## config.mk

```make
export PLATFORM = sky130hd
export DESIGN_NAME = serial_word_collector
export DESIGN_NICKNAME = d
export VERILOG_FILES = /design/src/rtl/serial_word_collector.sv
export SDC_FILE = /design/constraint.sdc
export NUM_CORES = 1
export LEC_CHECK = 0
export ABC_AREA = 1
export CORE_MARGIN = 4
export CORE_UTILIZATION = 45
export CTS_BUF_LIST = sky130_fd_sc_hd__clkbuf_8
export CTS_CLUSTER_DIAMETER = 40
export CTS_CLUSTER_SIZE = 8
export DETAILED_ROUTE_END_ITERATION = 7
export PLACE_DENSITY = 0.68
export SYNTH_ARGS = -nofsm -noshare
export SYNTH_HDL_FRONTEND = slang
export SYNTH_SLANG_ARGS = --single-unit
export TNS_END_PERCENT = 100
```

## constraint.sdc

```tcl
create_clock -name t_clk -period 1.61 [get_ports t_clk]
set_input_delay 0.322 -clock t_clk [delete_from_list [all_inputs] [get_ports t_clk]]
set_output_delay 0.322 -clock t_clk [all_outputs]
set_load 0.005 [all_outputs]
```

## src/rtl/serial_word_collector.sv

```systemverilog
// serial_word_collector
// Collects an LSB-first serial bit stream into WIDTH-bit words and hands each
// finished word over through a one-entry valid/ready holding register.
// Sticky flags: overrun (finished word dropped), sync_err (sof mid-word).
// Optional: define SER_PARITY_EN to add the registered word_parity output.
module serial_word_collector #(
    parameter int WIDTH = 8
) (
    input  logic             t_clk,
    input  logic             r,
    input  logic             y_in,
    input  logic             bit_valid,
    input  logic             sof,
    output logic [WIDTH-1:0] word_out,
    output logic             word_valid,
    input  logic             word_ready,
    output logic             busy,
    output logic             overrun,
    output logic             sync_err
`ifdef SER_PARITY_EN
    ,
    output logic             word_parity
`endif
);

    localparam int CW = $clog2(WIDTH) + 1;

    typedef enum logic {
        IDLE  = 1'b0,
        SHIFT = 1'b1
    } state_t;

    state_t           r_state;
    logic [WIDTH-1:0] r_shift;
    logic [CW-1:0]    r_count;
    logic [WIDTH-1:0] r_word;
    logic             r_valid;
    logic             r_busy;
    logic             r_overrun;
    logic             r_sync_err;

    logic             w_take;
    logic [CW-1:0]    w_idx;
    logic             w_complete;
    logic [WIDTH-1:0] w_new_word;
    logic             w_consume;
    logic             w_load;

    // Decode which bit position this edge writes and whether it ends the word
    always_comb begin
        w_take     = bit_valid & (sof | (r_state == SHIFT));
        w_idx      = sof ? '0 : r_count;
        w_complete = w_take & (w_idx == CW'(WIDTH - 1));
        w_new_word = r_shift;
        w_new_word[w_idx] = y_in;
        w_consume  = r_valid & word_ready;
        w_load     = w_complete & (~r_valid | w_consume);
    end

    // Collector FSM, holding register and sticky flags
    always_ff @(posedge t_clk) begin
        if (r) begin
            r_state    <= IDLE;
            r_shift    <= '0;
            r_count    <= '0;
            r_word     <= '0;
            r_valid    <= 1'b0;
            r_busy     <= 1'b0;
            r_overrun  <= 1'b0;
            r_sync_err <= 1'b0;
        end else begin
            if (w_take) begin
                r_shift <= w_new_word;
                if (sof && (r_state == SHIFT))
                    r_sync_err <= 1'b1;
                if (w_complete) begin
                    r_count <= '0;
                    r_state <= IDLE;
                    r_busy  <= 1'b0;
                end else begin
                    r_count <= w_idx + CW'(1);
                    r_state <= SHIFT;
                    r_busy  <= 1'b1;
                end
            end

            if (w_load) begin
                r_word  <= w_new_word;
                r_valid <= 1'b1;
            end else if (w_complete) begin
                r_overrun <= 1'b1;
            end else if (w_consume) begin
                r_valid <= 1'b0;
            end
        end
    end

`ifdef SER_PARITY_EN
    logic r_parity;

    // Parity follows word_out: loaded on the same edge, held on a drop
    always_ff @(posedge t_clk) begin
        if (r)
            r_parity <= 1'b0;
        else if (w_load)
            r_parity <= ^w_new_word;
    end

    assign word_parity = r_parity;
`endif

    assign word_out   = r_word;
    assign word_valid = r_valid;
    assign busy       = r_busy;
    assign overrun    = r_overrun;
    assign sync_err   = r_sync_err;

endmodule

```

-- Yosys cells after proc, flatten, opt, wreduce, memory -nomap -nowiden
Index checks and enable logic that the tools add are counted.
- register bits after elaboration: 24
- output and inout bits: 12
- reductions and logical operators: 6
- add/subtract/negate cells: 1
- eq/ne operators: 2
- bitwise operators: 8
- magnitude comparators: 2
- muxes and demuxes: 9
- operators with widths (kind ; count):
    8-bit bitwise mux ; 1
    4-bit 2-to-1 mux ; 2
    2-bit AND reduction ; 3
    1-bit 2-to-1 mux ; 5
    4-bit by 1-bit adder with 4-bit output (second input constant) ; 1
    1-bit bitwise AND ; 4
    4-bit by 3-bit == test with 1-bit output (second input constant) ; 1
    4-bit by 1-bit >= comparator with 1-bit output (second input constant) ; 1
    4-bit less-than comparator (second input constant) ; 1
    1-bit demux with 3-bit select ; 1
    1-bit logical AND ; 2
    2-bit by 1-bit inequality test with 1-bit output (second input constant) ; 1
    1-bit NOT ; 2
    1-bit OR ; 2
    2-bit nonzero test ; 1

-- Logic depth before layout (Yosys ltp)
- depth after elaboration: 6
- mapped depth: 9
- gate-level depth less buffers: 9

-- Least setup slack after synthesis
Ideal clock, no wire load.
- kind: flip-flop to flip-flop
- start point: register r_count[2]
- end point: register r_word[7], in the netlist word_out[7]
- clock period less this slack: 1.205 ns
- data arrival time: 1.090 ns
- required time: 1.494 ns
- path slack: 0.405 ns
- library setup time: 0.116 ns
- cell stages (with the launch flop): 9
- path through: dfxtp_1 > buf_4 > nand4_4 > inv_1 > ha_1 > nand2_1 > o21ai_0 > o21ai_0 > nor2_1
- longest elaborated chain between the ends: 6
- elaborated cells between the ends (all ways): 10
- those cells by class: 2 x order compare; 1 x eq/ne; 4 x mux; 2 x bitwise; 1 x reduce/logical
- RTL lines (what ; line ; RTL):
    from (decl) ; 35 ; logic [CW-1:0] r_count;
    from (signal assigned) ; 81 ; r_count <= w_idx + CW'(1);
    4-bit 2-to-1 mux (*) ; 52 ; w_idx = sof ? '0 : r_count;
    4-bit by 1-bit >= comparator with 1-bit output (implied by the code) or 4-bit less-than comparator (tied branches) ; 55 ; w_new_word[w_idx] = y_in;
    1-bit logical AND (implied by the code) ; 55 ;
    1-bit 2-to-1 mux (implied by the code) ; 55 ;
    1-bit demux with 3-bit select ; 55 ;
    8-bit bitwise mux ; 55 ;
    to (signal assigned) ; 88 ; r_word <= w_new_word;
    to (decl) ; 36 ; logic [WIDTH-1:0] r_word;
Mark *: on every way between the ends. The rest lies on a longest branch, timed or not.
A chain may end at the register's enable or synchronous reset.

-- Worst setup path in the final report
- start point: register r_busy, in the netlist busy
- end point: output port busy
- RTL lines (what ; line ; RTL):
    from (decl) ; 38 ; logic r_busy;
    from (signal assigned) ; 68 ; r_busy <= 1'b0;
    from (signal assigned) ; 79 ; r_busy <= 1'b0;
    from (signal assigned) ; 83 ; r_busy <= 1'b1;
    to (decl) ; 17 ; output logic busy,
No word-level cell between the ends.

==> key figures <==
Job
  • Maxcap violations: 0

Worst setup path
  • CP top delay family: buffers and inverters
  • R2R depth: 6
  • Max stage delay on crit path: 0.51 ns
  • R2R Path Start: r_count[2]
  • CP Max Fanout: 3
  • Setup CP Type: flop to output port
  • Worst-path cell chain: clkdlybuf4s50_1
  • Flop2flop setup slack: between 0.15 and 0.2 ns
  • CP Launch Type: flop
  • CP arrival: 1.13 ns
  • Critical Path RT: 1.29 ns
  • Worst path depth: 1
  • Bufs and invs on worst path: 1
  • R2r endpoint: r_shift[1]
  • Worst setup EP type: output port
  • Crit-path slowest cell: clkdlybuf4s50_1

Worst hold path
  • Endpoint, Worst Hold: r_shift[7]
  • Hold path cells: 2
  • HP Class: flop to flop
  • Hold Path Origin: r_shift[7]

Drt
  • Vias per cell: a little under 5
  • Final ANT Viol Nets: 0
  • Iteration-0 DRC Markers: between 40 and 50
  • DRC: 0
  • Routed WL: 2590 um
  • Vias: 1174
  • TritonRoute pass-1 iters: 4
  • Avg WL per Cell: 11.0 um

Floorplanning
  • Initial core utilization: 47.3%
  • Die Y: 59.3 um
  • Chip width: 59.3 um
  • Die area: 3510 um2
  • # rows: 18
  • Core area: 2500 um2
  • I/O pin count: 18

STA
  • RSZ-0062 raised after global routing: no
  • Final min period: 1.45 ns
  • Final Hold Violating Endpoints: 0
  • Final Skew: 0.00295 ns
  • Part of the cycle the worst path needs: about nine tenths
  • Max_slew headroom: 65.7%
  • Final setup fails: 0
  • Final worst slack: 0.157 ns
  • Worst Tran Pin Value: 0.509 ns
  • Final Max Tran Viols: 0
  • Setup TNS: 0 ns
  • Highest Clock Rate: 0.688 GHz

Global routing
  • Antenna violations before repair: 0
  • Number of global-route vias before repair: 1108
  • GRT overflow: 0
  • Global-route wire length before repair: 4700 um
  • Largest net degree at the start of global routing: 15
  • GRT Util Overall: 17.2%

Clocking
  • Htree depth: 1
  • Root Buffer: clkbuf_8
  • Skew-Pair Late Insertion Delay: 0.26 ns
  • Clock Sinks: 24
  • Maximum clock insertion buffer count: 2
  • CTS tree: done
  • CTS Buf Count: 3
  • Clk pin slew, worst setup/hold paths: 0.08 ns

Final layout
  • Core Util, Final: between 60 and 70%
  • Ratio of cells with drive above 1 in the final layout: 13.1%
  • Area Overhead vs Synth: 29.1%
  • Final net count: 214
  • Finished Cell Area: 1530 um2
  • Antenna Cells: 0

Power
  • Switching pwr: 0.000326 W
  • Int Pwr: 0.000929 W
  • Seq pwr share: 51.9%
  • Clk pwr share: 32.3%
  • Combinational share of power: 15.8%
  • Net Sw Frac: between 20% and 30%
  • PD cells: between 800 and 900 nW/um2
  • Peak supply drop: 0.449 mV
  • Leak: 0.772 nW

Placed design
  • Placed cell areas: 1470 um2
  • DP HPWL: 1980 um
  • Gp weighted congestion: 0.799
  • I/O Buffers: 17
  • Place WS: -0.193 ns

Synth
  • Post-synthesis register bit count: 24
  • Synth unique cells: 25
  • Mean Syn Cell Area: approximately 6.7 um2
  • Seq/Total Area, Yosys: between 40% and 50%
  • Synth Cell Area: 1180 um2
  • Syn nets: 183
  • Area leader, netlist: dfxtp_1
  • Main area contributors after synthesis: dfxtp_1 (41%), nand2_1 (15%), inv_1 (7.6%)
  • Mapped Cells: 176
  • Top-area cell type share of the netlist area: 40.6%
  • Ys Warns: 0

Status
  • Status: complete, no violations
cell usage in the layout (no fill, tap or decap), drive strengths merged:
cell type,netlist,final
a211oi,1,1
a21oi,6,6
buf,4,15
clkbuf,2,4
clkdlybuf4s50,0,16
clkinv,1,1
dfxtp,24,24
dlymetal6s2s,0,1
ha,1,1
inv,25,25
nand2,52,52
nand3,9,9
nand3b,1,1
nand4,2,2
nor2,26,26
nor3,1,1
o21a,1,1
o21ai,15,15
o21bai,5,5
timing repair:
action | 4_1_cts | 5_1_grt
resized for setup | 0 | 3
hold endpoints to repair | 0 | 0
hold buffers | 0 | 0
endpoints found under the setup margin | 0 | 8
buffers inserted | 0 | 0
through the flow:
stage	total power, W	hold WS [ns]	instances
2_1_floorplan	0.000780	0.391	176
3_3_place_gp	0.000854	0.440	232
3_5_place_dp	0.000862	0.444	232
4_1_cts	0.00127	0.457	236
5_1_grt	0.00133	0.484	236
6_report	0.00125	0.453	236
sequential cells by signal, indices dropped and copies added (netlist names):
name	flops
word_valid	1
overrun	1
word_out	8
sync_err	1
busy	1
r_count	4
r_shift	8
worst max path at each step:
stage / end / startpoint / slack (ns)
2_1_floorplan: word_out[7] / r_count[2] / 0.40
4_1_cts: r_shift[1] / sof / 0.08
3_5_place_dp: word_out[7] / sof / -0.19
5_1_grt: word_out[7] / bit_valid / 0.06
3_3_place_gp: word_out[7] / sof / -0.15
6_report: busy / busy / 0.16
kinds of logic after synthesis:
kind of cell	Yosys count	synth area share (%)
AND/OR/NAND/NOR	91	33.7
buffers and inverters	32	11.3
adder cells (fa/ha/maj)	1	1.06
AO/OA/AOI/OAI	28	13.3
flip-flops	24	40.6
final cells by class:
class	count	area [um2]
inverter	26	100
clock buffer	4	55.1
sequential	24	480
tap	30	37.5
fill	229	973
timing repair buffer	32	285
multi-input combinational	120	568
synth_stat cells (all sizes together):
master,instances
a211oi,1
a21oi,6
buf,4
clkbuf,2
clkinv,1
dfxtp,24
ha,1
inv,25
nand2,52
nand3,9
nand3b,1
nand4,2
nor2,26
nor3,1
o21a,1
o21ai,15
o21bai,5
power groups by stage:
stage | registers [W] | clock network [W] | logic [W]
final | 0.000651 | 0.000405 | 0.000199
after global placement | 0.000662 | 0 | 0.000192
after CTS | 0.000651 | 0.000417 | 0.000198
after floorplan | 0.000655 | 0 | 0.000126
after detailed placement | 0.000665 | 0 | 0.000197
after global routing | 0.000656 | 0.000448 | 0.000225
routing by layer:
metal,GRT usage [%],share of wire [%],wire length [um],up-vias
met3,2.83,6.4,165,4
met5,0,0,0,-
met2,30.0,46,1190,33
met1,21.3,47,1210,532
li1,-,-,-,605
met4,5.83,0.96,25,0
No activity file was read; power rests on OpenSTA's default activity.
